## src/rtl/m_turn_scheduler_if.sv

```systemverilog
// m_turn_scheduler_if: bus between the turn scheduler and its piler, AI search core and win checker
//   master (scheduler): drives o_pl_field/o_pl_piled/o_pl_col, o_ai_en, o_wc_field
//                       samples i_pl_valid/i_pl_field/i_pl_piled, i_ai_valid/i_ai_finished/i_ai_col, i_wc_win
//   slave (datapath blocks): the mirror image
interface m_turn_scheduler_if;
   logic [41:0] o_pl_field;
   logic [20:0] o_pl_piled;
   logic [2:0]  o_pl_col;
   logic        i_pl_valid;
   logic [41:0] i_pl_field;
   logic [20:0] i_pl_piled;
   logic        o_ai_en;
   logic        i_ai_valid;
   logic        i_ai_finished;
   logic [2:0]  i_ai_col;
   logic [41:0] o_wc_field;
   logic        i_wc_win;
   modport master (
      output o_pl_field, o_pl_piled, o_pl_col, o_ai_en, o_wc_field,
      input  i_pl_valid, i_pl_field, i_pl_piled, i_ai_valid, i_ai_finished, i_ai_col, i_wc_win
   );
   modport slave (
      input  o_pl_field, o_pl_piled, o_pl_col, o_ai_en, o_wc_field,
      output i_pl_valid, i_pl_field, i_pl_piled, i_ai_valid, i_ai_finished, i_ai_col, i_wc_win
   );
endinterface

```

## src/rtl/m_turn_scheduler.sv

```systemverilog
// m_turn_scheduler: connect-four game controller alternating user and AI turns over a shared piler
//   w_clk, w_rst (sync, active-low), w_start (new game), w_user_input (INC/DEC/OK one-hot pulses)
//   bus: piler, AI search and win-checker signals (m_turn_scheduler_if.master)
//   o_state, o_selecting_col, o_your_field, o_ai_field, o_winner, o_move_count: registered game status
module m_turn_scheduler #(
   parameter int AI_TIMEOUT   = 1_000_000,
   parameter bit FIRST_PLAYER = 1'b0
) (
   input  logic                w_clk,
   input  logic                w_rst,
   input  logic                w_start,
   input  logic [3:0]          w_user_input,
   m_turn_scheduler_if.master  bus,
   output logic [2:0]          o_state,
   output logic [2:0]          o_selecting_col,
   output logic [41:0]         o_your_field,
   output logic [41:0]         o_ai_field,
   output logic [1:0]          o_winner,
   output logic [5:0]          o_move_count
);
   localparam int TW = $clog2(AI_TIMEOUT);
   typedef enum logic [2:0] {
      S_IDLE      = 3'd0,
      S_YOUR_TURN = 3'd1,
      S_CHECK     = 3'd2,
      S_YOUR_PILE = 3'd3,
      S_AI_SEARCH = 3'd4,
      S_AI_PILE   = 3'd6,
      S_GAME_OVER = 3'd7
   } state_t;
   state_t        r_state, w_next;
   logic [41:0]   r_your_field, r_ai_field;
   logic [20:0]   r_piled;
   logic [2:0]    r_col, w_low;
   logic [5:0]    r_moves;
   logic [1:0]    r_winner;
   logic [TW-1:0] r_tmo;
   logic          r_mover, r_ai_seen;
   logic          w_inc, w_dec, w_ok, w_tmo_hit, w_ai_done;
   assign w_inc     = w_user_input == 4'b0001;
   assign w_dec     = w_user_input == 4'b0010;
   assign w_ok      = w_user_input == 4'b0100;
   assign w_tmo_hit = r_tmo == TW'(AI_TIMEOUT - 1);
   assign w_ai_done = bus.i_ai_valid && bus.i_ai_finished;
   // lowest column whose disc count is below 6; scanned high-to-low so the lowest wins
   always_comb begin
      w_low = 3'd0;
      for (int c = 6; c >= 0; c--)
         if (r_piled[3*c +: 3] < 3'd6) w_low = 3'(c);
   end
   always_ff @(posedge w_clk)
      if (!w_rst) r_state <= S_IDLE;
      else        r_state <= w_next;
   always_comb begin
      w_next = r_state;
      case (r_state)
         S_IDLE, S_GAME_OVER: if (w_start) w_next = FIRST_PLAYER ? S_AI_SEARCH : S_YOUR_TURN;
         S_YOUR_TURN:         if (w_ok) w_next = S_YOUR_PILE;
         S_YOUR_PILE:         w_next = bus.i_pl_valid ? S_CHECK : S_YOUR_TURN;
         S_CHECK:             w_next = (bus.i_wc_win || r_moves == 6'd42) ? S_GAME_OVER :
                                       r_mover ? S_YOUR_TURN : S_AI_SEARCH;
         S_AI_SEARCH:         if (w_ai_done || w_tmo_hit) w_next = S_AI_PILE;
         S_AI_PILE:           if (bus.i_pl_valid) w_next = S_CHECK;
         default:             w_next = S_IDLE;
      endcase
   end
   // the piler only ever sees the field of the side currently piling
   always_comb begin
      bus.o_pl_field = (r_state == S_YOUR_PILE) ? r_your_field :
                       (r_state == S_AI_PILE)   ? r_ai_field   : '0;
      bus.o_pl_piled = r_piled;
      bus.o_pl_col   = r_col;
      bus.o_ai_en    = r_state == S_AI_SEARCH;
      bus.o_wc_field = r_mover ? r_ai_field : r_your_field;
   end
   always_ff @(posedge w_clk) begin
      if (!w_rst) begin
         r_your_field <= '0;
         r_ai_field   <= '0;
         r_piled      <= '0;
         r_col        <= '0;
         r_moves      <= '0;
         r_winner     <= '0;
         r_tmo        <= '0;
         r_mover      <= 1'b0;
         r_ai_seen    <= 1'b0;
      end else begin
         r_tmo     <= (r_state == S_AI_SEARCH) ? r_tmo + TW'(1) : '0;
         r_ai_seen <= (r_state == S_AI_SEARCH) && (r_ai_seen || bus.i_ai_valid);
         case (r_state)
            S_IDLE, S_GAME_OVER:
               if (w_start) begin
                  r_your_field <= '0;
                  r_ai_field   <= '0;
                  r_piled      <= '0;
                  r_col        <= '0;
                  r_moves      <= '0;
                  r_winner     <= '0;
               end
            S_YOUR_TURN:
               if (w_inc)      r_col <= (r_col == 3'd6) ? 3'd0 : r_col + 3'd1;
               else if (w_dec) r_col <= (r_col == 3'd0) ? 3'd6 : r_col - 3'd1;
            S_YOUR_PILE:
               if (bus.i_pl_valid) begin
                  r_your_field <= bus.i_pl_field;
                  r_piled      <= bus.i_pl_piled;
                  r_moves      <= r_moves + 6'd1;
                  r_mover      <= 1'b0;
               end
            S_CHECK:
               if (bus.i_wc_win)          r_winner <= r_mover ? 2'b10 : 2'b01;
               else if (r_moves == 6'd42) r_winner <= 2'b11;
            // r_col already tracks the last valid suggestion; only fall back when none arrived
            S_AI_SEARCH:
               if (bus.i_ai_valid)                  r_col <= bus.i_ai_col;
               else if (w_tmo_hit && !r_ai_seen)    r_col <= w_low;
            S_AI_PILE:
               if (bus.i_pl_valid) begin
                  r_ai_field <= bus.i_pl_field;
                  r_piled    <= bus.i_pl_piled;
                  r_moves    <= r_moves + 6'd1;
                  r_mover    <= 1'b1;
               end else r_col <= w_low;
            default: ;
         endcase
      end
   end
   assign o_state         = r_state;
   assign o_selecting_col = r_col;
   assign o_your_field    = r_your_field;
   assign o_ai_field      = r_ai_field;
   assign o_winner        = r_winner;
   assign o_move_count    = r_moves;
endmodule

```

## src/flat_wrapper.sv

```systemverilog
// flat-port wrapper written by rule: the top's interface ports become plain ports
module m_turn_scheduler_flat 
#(
   parameter int AI_TIMEOUT   = 1_000_000,
   parameter bit FIRST_PLAYER = 1'b0
)
  (w_clk, w_rst, w_start, w_user_input, o_state, o_selecting_col, o_your_field, o_ai_field, o_winner, o_move_count, bus_o_pl_field, bus_o_pl_piled, bus_o_pl_col, bus_o_ai_en, bus_o_wc_field, bus_i_pl_valid, bus_i_pl_field, bus_i_pl_piled, bus_i_ai_valid, bus_i_ai_finished, bus_i_ai_col, bus_i_wc_win);
  m_turn_scheduler_if bus_i ();
  input  logic w_clk;
  input  logic w_rst;
  input  logic w_start;
  input  logic [3:0] w_user_input;
  output logic [2:0] o_state;
  output logic [2:0] o_selecting_col;
  output logic [41:0] o_your_field;
  output logic [41:0] o_ai_field;
  output logic [1:0] o_winner;
  output logic [5:0] o_move_count;
  output wire logic [$bits(bus_i.o_pl_field)-1:0] bus_o_pl_field;
  output wire logic [$bits(bus_i.o_pl_piled)-1:0] bus_o_pl_piled;
  output wire logic [$bits(bus_i.o_pl_col)-1:0] bus_o_pl_col;
  output wire logic [$bits(bus_i.o_ai_en)-1:0] bus_o_ai_en;
  output wire logic [$bits(bus_i.o_wc_field)-1:0] bus_o_wc_field;
  input wire logic [$bits(bus_i.i_pl_valid)-1:0] bus_i_pl_valid;
  input wire logic [$bits(bus_i.i_pl_field)-1:0] bus_i_pl_field;
  input wire logic [$bits(bus_i.i_pl_piled)-1:0] bus_i_pl_piled;
  input wire logic [$bits(bus_i.i_ai_valid)-1:0] bus_i_ai_valid;
  input wire logic [$bits(bus_i.i_ai_finished)-1:0] bus_i_ai_finished;
  input wire logic [$bits(bus_i.i_ai_col)-1:0] bus_i_ai_col;
  input wire logic [$bits(bus_i.i_wc_win)-1:0] bus_i_wc_win;
  assign bus_o_pl_field = bus_i.o_pl_field;
  assign bus_o_pl_piled = bus_i.o_pl_piled;
  assign bus_o_pl_col = bus_i.o_pl_col;
  assign bus_o_ai_en = bus_i.o_ai_en;
  assign bus_o_wc_field = bus_i.o_wc_field;
  assign bus_i.i_pl_valid = bus_i_pl_valid;
  assign bus_i.i_pl_field = bus_i_pl_field;
  assign bus_i.i_pl_piled = bus_i_pl_piled;
  assign bus_i.i_ai_valid = bus_i_ai_valid;
  assign bus_i.i_ai_finished = bus_i_ai_finished;
  assign bus_i.i_ai_col = bus_i_ai_col;
  assign bus_i.i_wc_win = bus_i_wc_win;
  m_turn_scheduler #(.AI_TIMEOUT(AI_TIMEOUT), .FIRST_PLAYER(FIRST_PLAYER)) u_core (.w_clk(w_clk), .w_rst(w_rst), .w_start(w_start), .w_user_input(w_user_input), .bus(bus_i), .o_state(o_state), .o_selecting_col(o_selecting_col), .o_your_field(o_your_field), .o_ai_field(o_ai_field), .o_winner(o_winner), .o_move_count(o_move_count));
endmodule
```

## config.mk

```make
export PLATFORM = sky130hd
export DESIGN_NAME = m_turn_scheduler_flat
export DESIGN_NICKNAME = d
export VERILOG_FILES = /design/src/rtl/m_turn_scheduler_if.sv /design/src/rtl/m_turn_scheduler.sv /design/src/flat_wrapper.sv
export SDC_FILE = /design/constraint.sdc
export NUM_CORES = 1
export LEC_CHECK = 0
export CAP_MARGIN = 15
export CORE_MARGIN = 5
export CORE_UTILIZATION = 30
export CTS_CLUSTER_SIZE = 28
export DETAILED_ROUTE_END_ITERATION = 10
export MAX_ROUTING_LAYER = met4
export SLEW_MARGIN = 40
export SYNTH_ARGS = -nofsm -noshare
export SYNTH_HDL_FRONTEND = slang
export SYNTH_SLANG_ARGS = --single-unit
```

## constraint.sdc

```tcl
create_clock -name w_clk -period 1.6 [get_ports w_clk]
set_input_delay 0.32 -clock w_clk [delete_from_list [all_inputs] [get_ports w_clk]]
set_output_delay 0.32 -clock w_clk [all_outputs]
set_load 0.02 [all_outputs]
```

==> flow_metrics.py, run 1 <==
metrics = {
    "routing": {
        "antenna_left": 0,
        "wl_um": 25800,
        "avgRoutedWirePerCell_um": 18.6,
        "drtPass1Iterations": 4,
        "drc": 0,
        "drtIter0Drc": 310,
        "vias": 6939,
        "vias_per_cell": 5.01,
    },
    "power": {
        "comb_power_share": 0.430,
        "swShare": 0.357,
        "ir_drop_mv": 0.863,
        "pwr-share-seq": 0.292,
        "p_leak_uw": 0.00697,
        "power_density_nw_per_um2": 1080,
        "p_int_uw": 8930,
        "clkPwrFrac": 0.278,
        "switching_power_uw": 4960,
    },
    "clock_network": {
        "clk_pin_slew_ps": 60,
        "clkLatencyLatePin_ps": 420,
        "cts_buffer_depth": 2,
        "cts_sinks": 141,
        "cts_tree": "done",
        "root_buffer": "clkbuf_16",
        "htree_num_levels": 4,
        "cts-buffers-inserted": 17,
    },
    "cells_and_area": {
        "drive_gt1_frac": 0.398,
        "diodes": 0,
        "postLayoutCoreUtil": 0.590,
        "finalNetCount": 1178,
        "final_area_um2": 12900,
        "syn_to_final_growth_pct": 93.1,
    },
    "grt": {
        "overflow": 0,
        "use_met2": 0.315,
        "met3_usage": 0.0360,
        "top_usage_layer": "met2",
        "grt.total_usage": 0.192,
        "grt_pass1_wl_um": 38900,
        "use_met1": 0.242,
        "grt_max_degree": 35,
        "antenna_found_initial": 0,
        "grt_pass1_vias": 6889,
    },
    "sta": {
        "fmax_mhz": 524,
        "min_period_ps": 1910,
        "fin_ws_ps": -308,
        "rsz0062_at_grt": "true",
        "max_slew_margin": 0.746,
        "setup_violations": 209,
        "hold_viol_final": 0,
        "post-route-period-util": 1.19,
        "tns_ps": -33400,
        "worst_slew_pin_slew_ps": 379,
        "timing_max_transition_violations_final": 0,
        "hold-worst-slack_ps": 461,
        "clock-skew-final_ps": 9.18,
    },
    "logic_synthesis": {
        "synthCells": 720,
        "syn_avg_cell_area_um2": 9.29,
        "synth_top_cell_by_area": "dfxtp_1",
        "ys_types": 64,
        "netlist.area_leader.share": 0.422,
        "yosys-top-cells-count": "142 x nor2_1, 141 x dfxtp_1, 85 x a22oi_1",
        "synth_warnings": 0,
        "synth_ff_type": "dfxtp_1",
        "syn_area_um2": 6690,
        "syn_nets": 805,
        "synth_edf_count": 0,
        "async_flop_share": 0,
        "synth_seq_cells": 141,
        "synthMostInstantiatedCell": "nor2_1",
        "ys_top_cells_by_area": "dfxtp_1 42%, a22oi_1 9.5%, nor2_1 8.0%",
        "seq_area_frac_synth": 0.422,
    },
    "flow_run": {
        "maxCapViolations": 0,
    },
    "floorplan": {
        "coreArea_um2": 21900,
        "dieHeight_um": 159,
        "start_util": 0.306,
        "die_area_um2": 25400,
        "die_x_um": 159,
        "ios": 284,
        "num_rows": 54,
    },
    "critical_path": {
        "worstPathArrival_ps": 1590,
        "crit_path_end_kind": "primary output",
        "rrSetupSlack_ps": -310,
        "crit_required_ps": 1280,
        "start_kind": "flop",
        "worstSetupPathType": "reg -> out",
        "critPathMaxFanout": 6,
    },
    "status": {
        "violations": "setup timing",
        "outcome": "finished with violations",
    },
    "place": {
        "place.gp.congestion": 0.808,
        "place_area_um2": 11000,
        "dp_hpwl_um": 17400,
        "portBuffers": 283,
        "pre_cts_ws_ps": -523,
    },
    "worst_hold_path": {
        "min_path_type": "reg -> reg",
    },
}
==> worst paths after layout <==
check,from,to,depth (start not counted)
max,u_core.r_mover$_SDFFE_PN0P_,bus_o_wc_field[34],4
min,u_core.o_winner[0]$_SDFFE_PN0P_,u_core.o_winner[0]$_SDFFE_PN0P_,2
max reg2reg,u_core.o_state[2]$_SDFFE_PN0P_,u_core.bus.o_pl_col[1]$_SDFFE_PN0P_,7
min reg2reg,u_core.o_winner[0]$_SDFFE_PN0P_,u_core.o_winner[0]$_SDFFE_PN0P_,2
==> power by group through the flow <==
stage	Clock [uW]	Sequential [uW]	Combinational (uW)
2_1_floorplan	0	4370	2610
3_3_place_gp	0	4100	4810
3_5_place_dp	0	4100	4840
4_1_cts	3950	4040	4950
5_1_grt	4110	4100	6340
6_report	3860	4060	5970
==> layer usage <==
| layer | part of all wire | up-vias | wire [um] |
|---|---|---|---|
| li1 | - | 3378 | - |
| met1 | 0.45 | 3344 | 11600 |
| met2 | 0.49 | 187 | 12700 |
| met3 | 0.041 | 30 | 1050 |
| met4 | 0.017 | 0 | 436 |
| met5 | 0 | - | 0 |
==> kinds of logic (layout without fill, tap and decap cells) <==
kind of cell | count (synthesis) | after routing | synth area share
buffers and inverters | 70 | 456 | 0.0531
XOR/XNOR | 19 | 19 | 0.0249
AO/OA/AOI/OAI | 182 | 182 | 0.211
AND/OR/NAND/NOR | 229 | 229 | 0.160
flip-flops | 141 | 141 | 0.422
multiplexers | 71 | 71 | 0.114
adder cells (fa/ha/maj) | 8 | 8 | 0.0150
==> state kept, by name, summed over array words and instances, names as in the netlist <==
| signal | flops |
|---|---|
| u_core.o_ai_field | 42 |
| u_core.o_your_field | 42 |
| u_core.bus.o_pl_piled | 21 |
| u_core.r_tmo | 20 |
| u_core.o_move_count | 6 |
| u_core.bus.o_pl_col | 3 |
| u_core.o_state | 3 |
| u_core.o_winner | 2 |
| u_core.r_ai_seen | 1 |
| u_core.r_mover | 1 |
==> area by class of cell <==
| class | count | area [um^2] |
|---|---|---|
| clock buffers | 19 | 453 |
| inverters | 12 | 48.8 |
| multi-input cells | 509 | 4490 |
| repair buffers | 412 | 4610 |
| flip-flops and latches | 141 | 2850 |
| fillers | 1852 | 8970 |
| clock inverters | 13 | 120 |
| well taps | 280 | 350 |
==> repair_timing <==
action,in CTS,in global routing
hold buffers,0,0
setup endpoints to repair,327,334
cloned,2,9
pin swaps,3,19
gates resized for setup,475,290
setup buffers,11,16
==> worst max-delay path, cell delays in order, from the launching register on <==
cell and delay [ps]:
dfxtp_4 450, buf_4 150, buf_12 130, mux2_4 300, buf_6 130
==> layout by cell type, fill, tap and decap left out, types with 32 or more instances in the layout <==
cell and count:
nor2_1 135, dfxtp_1 132, dlymetal6s2s_1 101, buf_6 88, buf_4 84, clkdlybuf4s50_1 78
a22oi_2 53, a22o_4 41, mux2_4 35, a22oi_1 32
==> stage by stage <==
| stage | power, uW | cells |
|---|---|---|
| after CTS | 12900 | 1366 |
| after global routing | 14600 | 1386 |
| after floorplan | 6980 | 720 |
| after global placement | 8910 | 1321 |
| final | 13900 | 1386 |
| after detailed placement | 8940 | 1321 |
Note: power is estimated with default switching activity, not from simulation.
==> run 2, diff against run 1 <==
Settings changed: SKIP_CTS_REPAIR_TIMING set to 1.
==> flow_metrics.py, run 2 (same netlist as run 1, synthesis figures left out) <==
metrics = {
    "status": {
        "outcome": "finished with violations",
        "violations": "setup timing",
    },
    "routing": {
        "drtPass1Iterations": 5,
        "wl_um": 25200,
        "antenna_left": 0,
        "drc": 0,
        "vias": 6895,
        "avgRoutedWirePerCell_um": 18.3,
        "vias_per_cell": 5.00,
        "drtIter0Drc": 373,
    },
    "clock_network": {
        "htree_num_levels": 4,
        "clkLatencyLatePin_ps": 420,
        "cts_tree": "done",
        "cts_sinks": 141,
        "cts-buffers-inserted": 17,
        "root_buffer": "clkbuf_16",
        "cts_buffer_depth": 2,
        "clk_pin_slew_ps": 60,
    },
    "floorplan": {
        "start_util": 0.306,
        "die_area_um2": 25400,
        "die_x_um": 159,
        "coreArea_um2": 21900,
        "ios": 284,
        "num_rows": 54,
        "dieHeight_um": 159,
    },
    "cells_and_area": {
        "final_cell_mix": "190 x clkdlybuf4s50_1, 136 x nor2_1, 132 x dfxtp_1",
        "fill_cells": 1939,
        "syn_to_final_growth_pct": 82.3,
        "stdcell_count": 1378,
        "multi_input_area_um2": 4130,
        "sequential_cell_area_um2": 2850,
        "final_area_um2": 12200,
        "diodes": 0,
        "finalNetCount": 1170,
        "layout_commonest_cell": "clkdlybuf4s50_1",
        "drive_gt1_frac": 0.333,
    },
    "critical_path": {
        "crit_path_max_incr_delay_ps": 360,
        "crit_path_end_kind": "primary output",
        "crit_slowest_cell": "dfxtp_4",
        "worstSetupPathType": "reg -> out",
        "critPathMaxFanout": 5,
        "start_kind": "flop",
        "crit_required_ps": 1280,
        "ff2ff_path_depth": 6,
        "path_cells": "nand2_4, nor2_4, buf_12, clkbuf_16, buf_8, a22o_4, buf_6",
        "worstReg2RegStart": "u_core.o_state[2]$_SDFFE_PN0P_",
        "worstPathArrival_ps": 1670,
        "rrSetupSlack_ps": -210,
        "reg2reg_to": "u_core.bus.o_pl_col[2]$_SDFFE_PN0P_",
    },
    "sta": {
        "clock-skew-final_ps": 9.89,
        "timing_max_transition_violations_final": 0,
        "tns_ps": -55040,
        "post-route-period-util": 1.24,
        "fin_ws_ps": -387,
        "rsz0062_at_grt": "true",
        "setup_violations": 297,
        "fmax_mhz": 503,
        "max_slew_margin": 0.751,
        "hold_viol_final": 0,
        "worst_slew_pin_slew_ps": 371,
        "min_period_ps": 1990,
    },
    "place": {
        "place_area_um2": 11000,
        "dp_hpwl_um": 17400,
        "place.gp.congestion": 0.808,
        "pre_cts_ws_ps": -523,
        "portBuffers": 283,
        "dp.cells": 1321,
    },
    "worst_hold_path": {
        "min_path_cells": 2,
        "min_path_type": "reg -> reg",
        "min_from": "u_core.o_winner[0]$_SDFFE_PN0P_",
        "whs_endpoint": "u_core.o_winner[0]$_SDFFE_PN0P_",
    },
    "grt": {
        "grt_pass1_vias": 6734,
        "grt_pass1_wl_um": 38100,
        "antenna_found_initial": 0,
        "grt_max_degree": 35,
        "grt.total_usage": 0.187,
        "overflow": 0,
    },
    "power": {
        "power_density_nw_per_um2": 1070,
        "p_leak_uw": 0.00504,
        "ir_drop_mv": 0.866,
    },
    "flow_run": {
        "maxCapViolations": 0,
    },
}
run 2: changes by cell type in the layout (fill, tap and decap cells not counted), sizes merged:
cell,change
clkbuf,+4
buf,-12
clkdlybuf4s50,+112
dlygate4sd2,-17
clkdlybuf4s15,-1
dlymetal6s2s,-94
run 2: report_power, final:
part,leakage [uW],internal (uW),switching (uW)
combinational,0.00362,2490,2640
clock,0.000275,2140,1720
sequential,0.00114,3790,252
run 2: worst max path at each step:
stage	startpoint	to	slack (ps)	cells past startpoint
after CTS	u_core.o_state[2]$_SDFFE_PN0P_	bus_o_pl_field[7]	-860	5
after global routing	u_core.o_state[1]$_SDFFE_PN0P_	bus_o_pl_field[41]	-440	7
after global placement	w_user_input[1]	u_core.bus.o_pl_col[1]$_SDFFE_PN0P_	-510	6
after floorplan	u_core.r_mover$_SDFFE_PN0P_	bus_o_wc_field[10]	-80	3
after detailed placement	w_user_input[1]	u_core.bus.o_pl_col[1]$_SDFFE_PN0P_	-520	6
final	u_core.o_state[1]$_SDFFE_PN0P_	bus_o_pl_field[20]	-390	7
run 2: critical path, delay by kind of cell, from the launching register on:
family                 cells  cell delay [ps]
flip-flops                 1              360
buffers and inverters      4              540
AO/OA/AOI/OAI              1              230
AND/OR/NAND/NOR            2              130
run 2: routing by layer:
metal,share of wire,up-vias,GRT usage
met5,0,-,-
met4,0.016,0,0.0492
met2,0.49,220,0.308
met1,0.45,3287,0.236
met3,0.042,28,0.0349
li1,-,3360,-
run 2: layout make-up:
class,instances,share of cell area
Clock buffer,19,0.0371
Multi-Input combinational cell,509,0.338
Sequential cell,141,0.234
Timing Repair Buffer,404,0.348
Clock inverter,13,0.00985
Inverter,12,0.00400
Tap cell,280,0.0287
run 2: stage by stage:
step	power (uW)	util	hold WS, ps
finish	13000	0.557	462
global placement	8910	0.503	456
detailed placement	8940	0.503	458
floorplan	6980	-	432
CTS	12800	0.529	472
global route	13700	0.557	497
==> run 3, diff against run 2 <==
Settings changed: DONT_BUFFER_PORTS set to 1.
Clock period 1.6 ns to 1.88 ns, I/O delays scaled along.
==> flow_metrics.py, run 3 (same netlist as run 1, synthesis figures left out) <==
metrics = {
    "grt": {
        "met3_usage": 0.0551,
        "use_met1": 0.185,
        "grt.total_usage": 0.157,
        "grt_max_degree": 60,
        "grt_pass1_vias": 5601,
        "overflow": 0,
        "use_met2": 0.251,
        "grt_pass1_wl_um": 32100,
        "top_usage_layer": "met2",
        "antenna_found_initial": 0,
    },
    "cells_and_area": {
        "postLayoutCoreUtil": 0.400,
        "syn_to_final_growth_pct": 30.8,
        "drive_gt1_frac": 0.306,
        "diodes": 0,
        "final_cell_mix": "137 x nor2_1, 137 x dfxtp_1, 85 x a22oi_1",
        "stdcell_count": 1061,
        "finalNetCount": 853,
    },
    "sta": {
        "setup_violations": 36,
        "timing_max_transition_violations_final": 0,
        "hold-worst-slack_ps": 80.5,
        "post-route-period-util": 1.04,
        "hold_viol_final": 0,
        "fmax_mhz": 512,
        "fin_ws_ps": -71.7,
        "rsz0062_at_grt": "true",
        "min_period_ps": 1950,
        "max_slew_margin": 0.683,
        "worst_slew_pin_slew_ps": 469,
        "clock-skew-final_ps": 13.5,
        "tns_ps": -1410,
    },
    "clock_network": {
        "clkLatencyLatePin_ps": 430,
        "clk_pin_slew_ps": 70,
        "cts-buffers-inserted": 17,
        "htree_num_levels": 4,
        "cts_sinks": 141,
        "cts_buffer_depth": 2,
        "cts_tree": "done",
        "root_buffer": "clkbuf_16",
    },
    "power": {
        "power_density_nw_per_um2": 1180,
        "p_leak_uw": 0.00348,
        "ir_drop_mv": 0.609,
    },
    "worst_hold_path": {
        "min_path_cells": 1,
        "min_path_type": "in -> reg",
    },
    "routing": {
        "wl_um": 20900,
        "drtIter0Drc": 433,
        "drc": 0,
        "vias": 5784,
        "vias_per_cell": 5.45,
        "antenna_left": 0,
        "avgRoutedWirePerCell_um": 19.7,
        "drtPass1Iterations": 5,
    },
    "critical_path": {
        "start_kind": "flop",
        "critPathMaxFanout": 9,
        "crit_required_ps": 1500,
        "crit_slowest_cell": "dfxtp_4",
        "path_cells": "buf_8, nor2_4, buf_12, clkbuf_16, a22o_4",
        "ff2ff_path_depth": 8,
        "crit_path_max_incr_delay_ps": 390,
        "crit_path_end_kind": "primary output",
        "worstSetupPathType": "reg -> out",
        "worstPathArrival_ps": 1580,
    },
    "place": {
        "pre_cts_ws_ps": 67.4,
        "dp_hpwl_um": 14500,
        "portBuffers": 0,
        "place.gp.congestion": 0.826,
        "dp.cells": 1004,
    },
    "status": {
        "outcome": "finished with violations",
        "violations": "setup timing",
    },
    "floorplan": {
        "coreArea_um2": 21900,
        "num_rows": 54,
        "die_x_um": 159,
        "dieHeight_um": 159,
        "ios": 284,
        "die_area_um2": 25400,
        "start_util": 0.306,
    },
    "flow_run": {
        "maxCapViolations": 0,
    },
}
run 3: through the flow:
stage,area [um^2],power [uW]
after CTS,8290,10000
after global placement,7720,6690
final,8750,10300
after floorplan,7030,5710
after global routing,8750,10900
after detailed placement,7720,6710
run 3: where the power goes:
part	internal, uW	leakage (uW)	total (uW)	switching [uW]
sequential	3220	0.00114	3570	353
clock	1760	0.000276	3270	1510
combinational	1550	0.00206	3500	1940
total	6530	0.00348	10300	3800
run 3: metal layers:
metal  up-vias  wire [um]  part of all wire
met5         -          0                 0
met4         0        391             0.019
met3        23       1580             0.075
met2       231      10200              0.49
met1      2796       8740              0.42
li1       2734          -                 -
run 3: path summary, 6_finish.rpt:
path	start	to	slack [ps]
setup / recovery	u_core.o_state[0]$_SDFFE_PN0P_	bus_o_pl_field[12]	-70
hold / removal	w_rst	u_core.bus.o_pl_col[1]$_SDFFE_PN0P_	80
setup reg to reg	u_core.o_state[2]$_SDFFE_PN0P_	u_core.o_move_count[5]$_SDFFE_PN0P_	10
hold reg to reg	u_core.r_ai_seen$_SDFF_PN0_	u_core.r_ai_seen$_SDFF_PN0_	480
run 3: layout make-up:
class                   instances  area (um^2)
repair buffers                 87          966
clock inverters                15          141
well taps                     280          350
fillers                      2153        13100
clock buffers                  17          425
flip-flops and latches        141         2840
multi-input cells             509         3990
inverters                      12         45.0
run 3: worst max-delay path: cells and delay by family, from the launching register on:
family	cells	cell delay [ps]
AO/OA/AOI/OAI	1	280
buffers and inverters	3	430
flip-flops	1	390
AND/OR/NAND/NOR	1	50
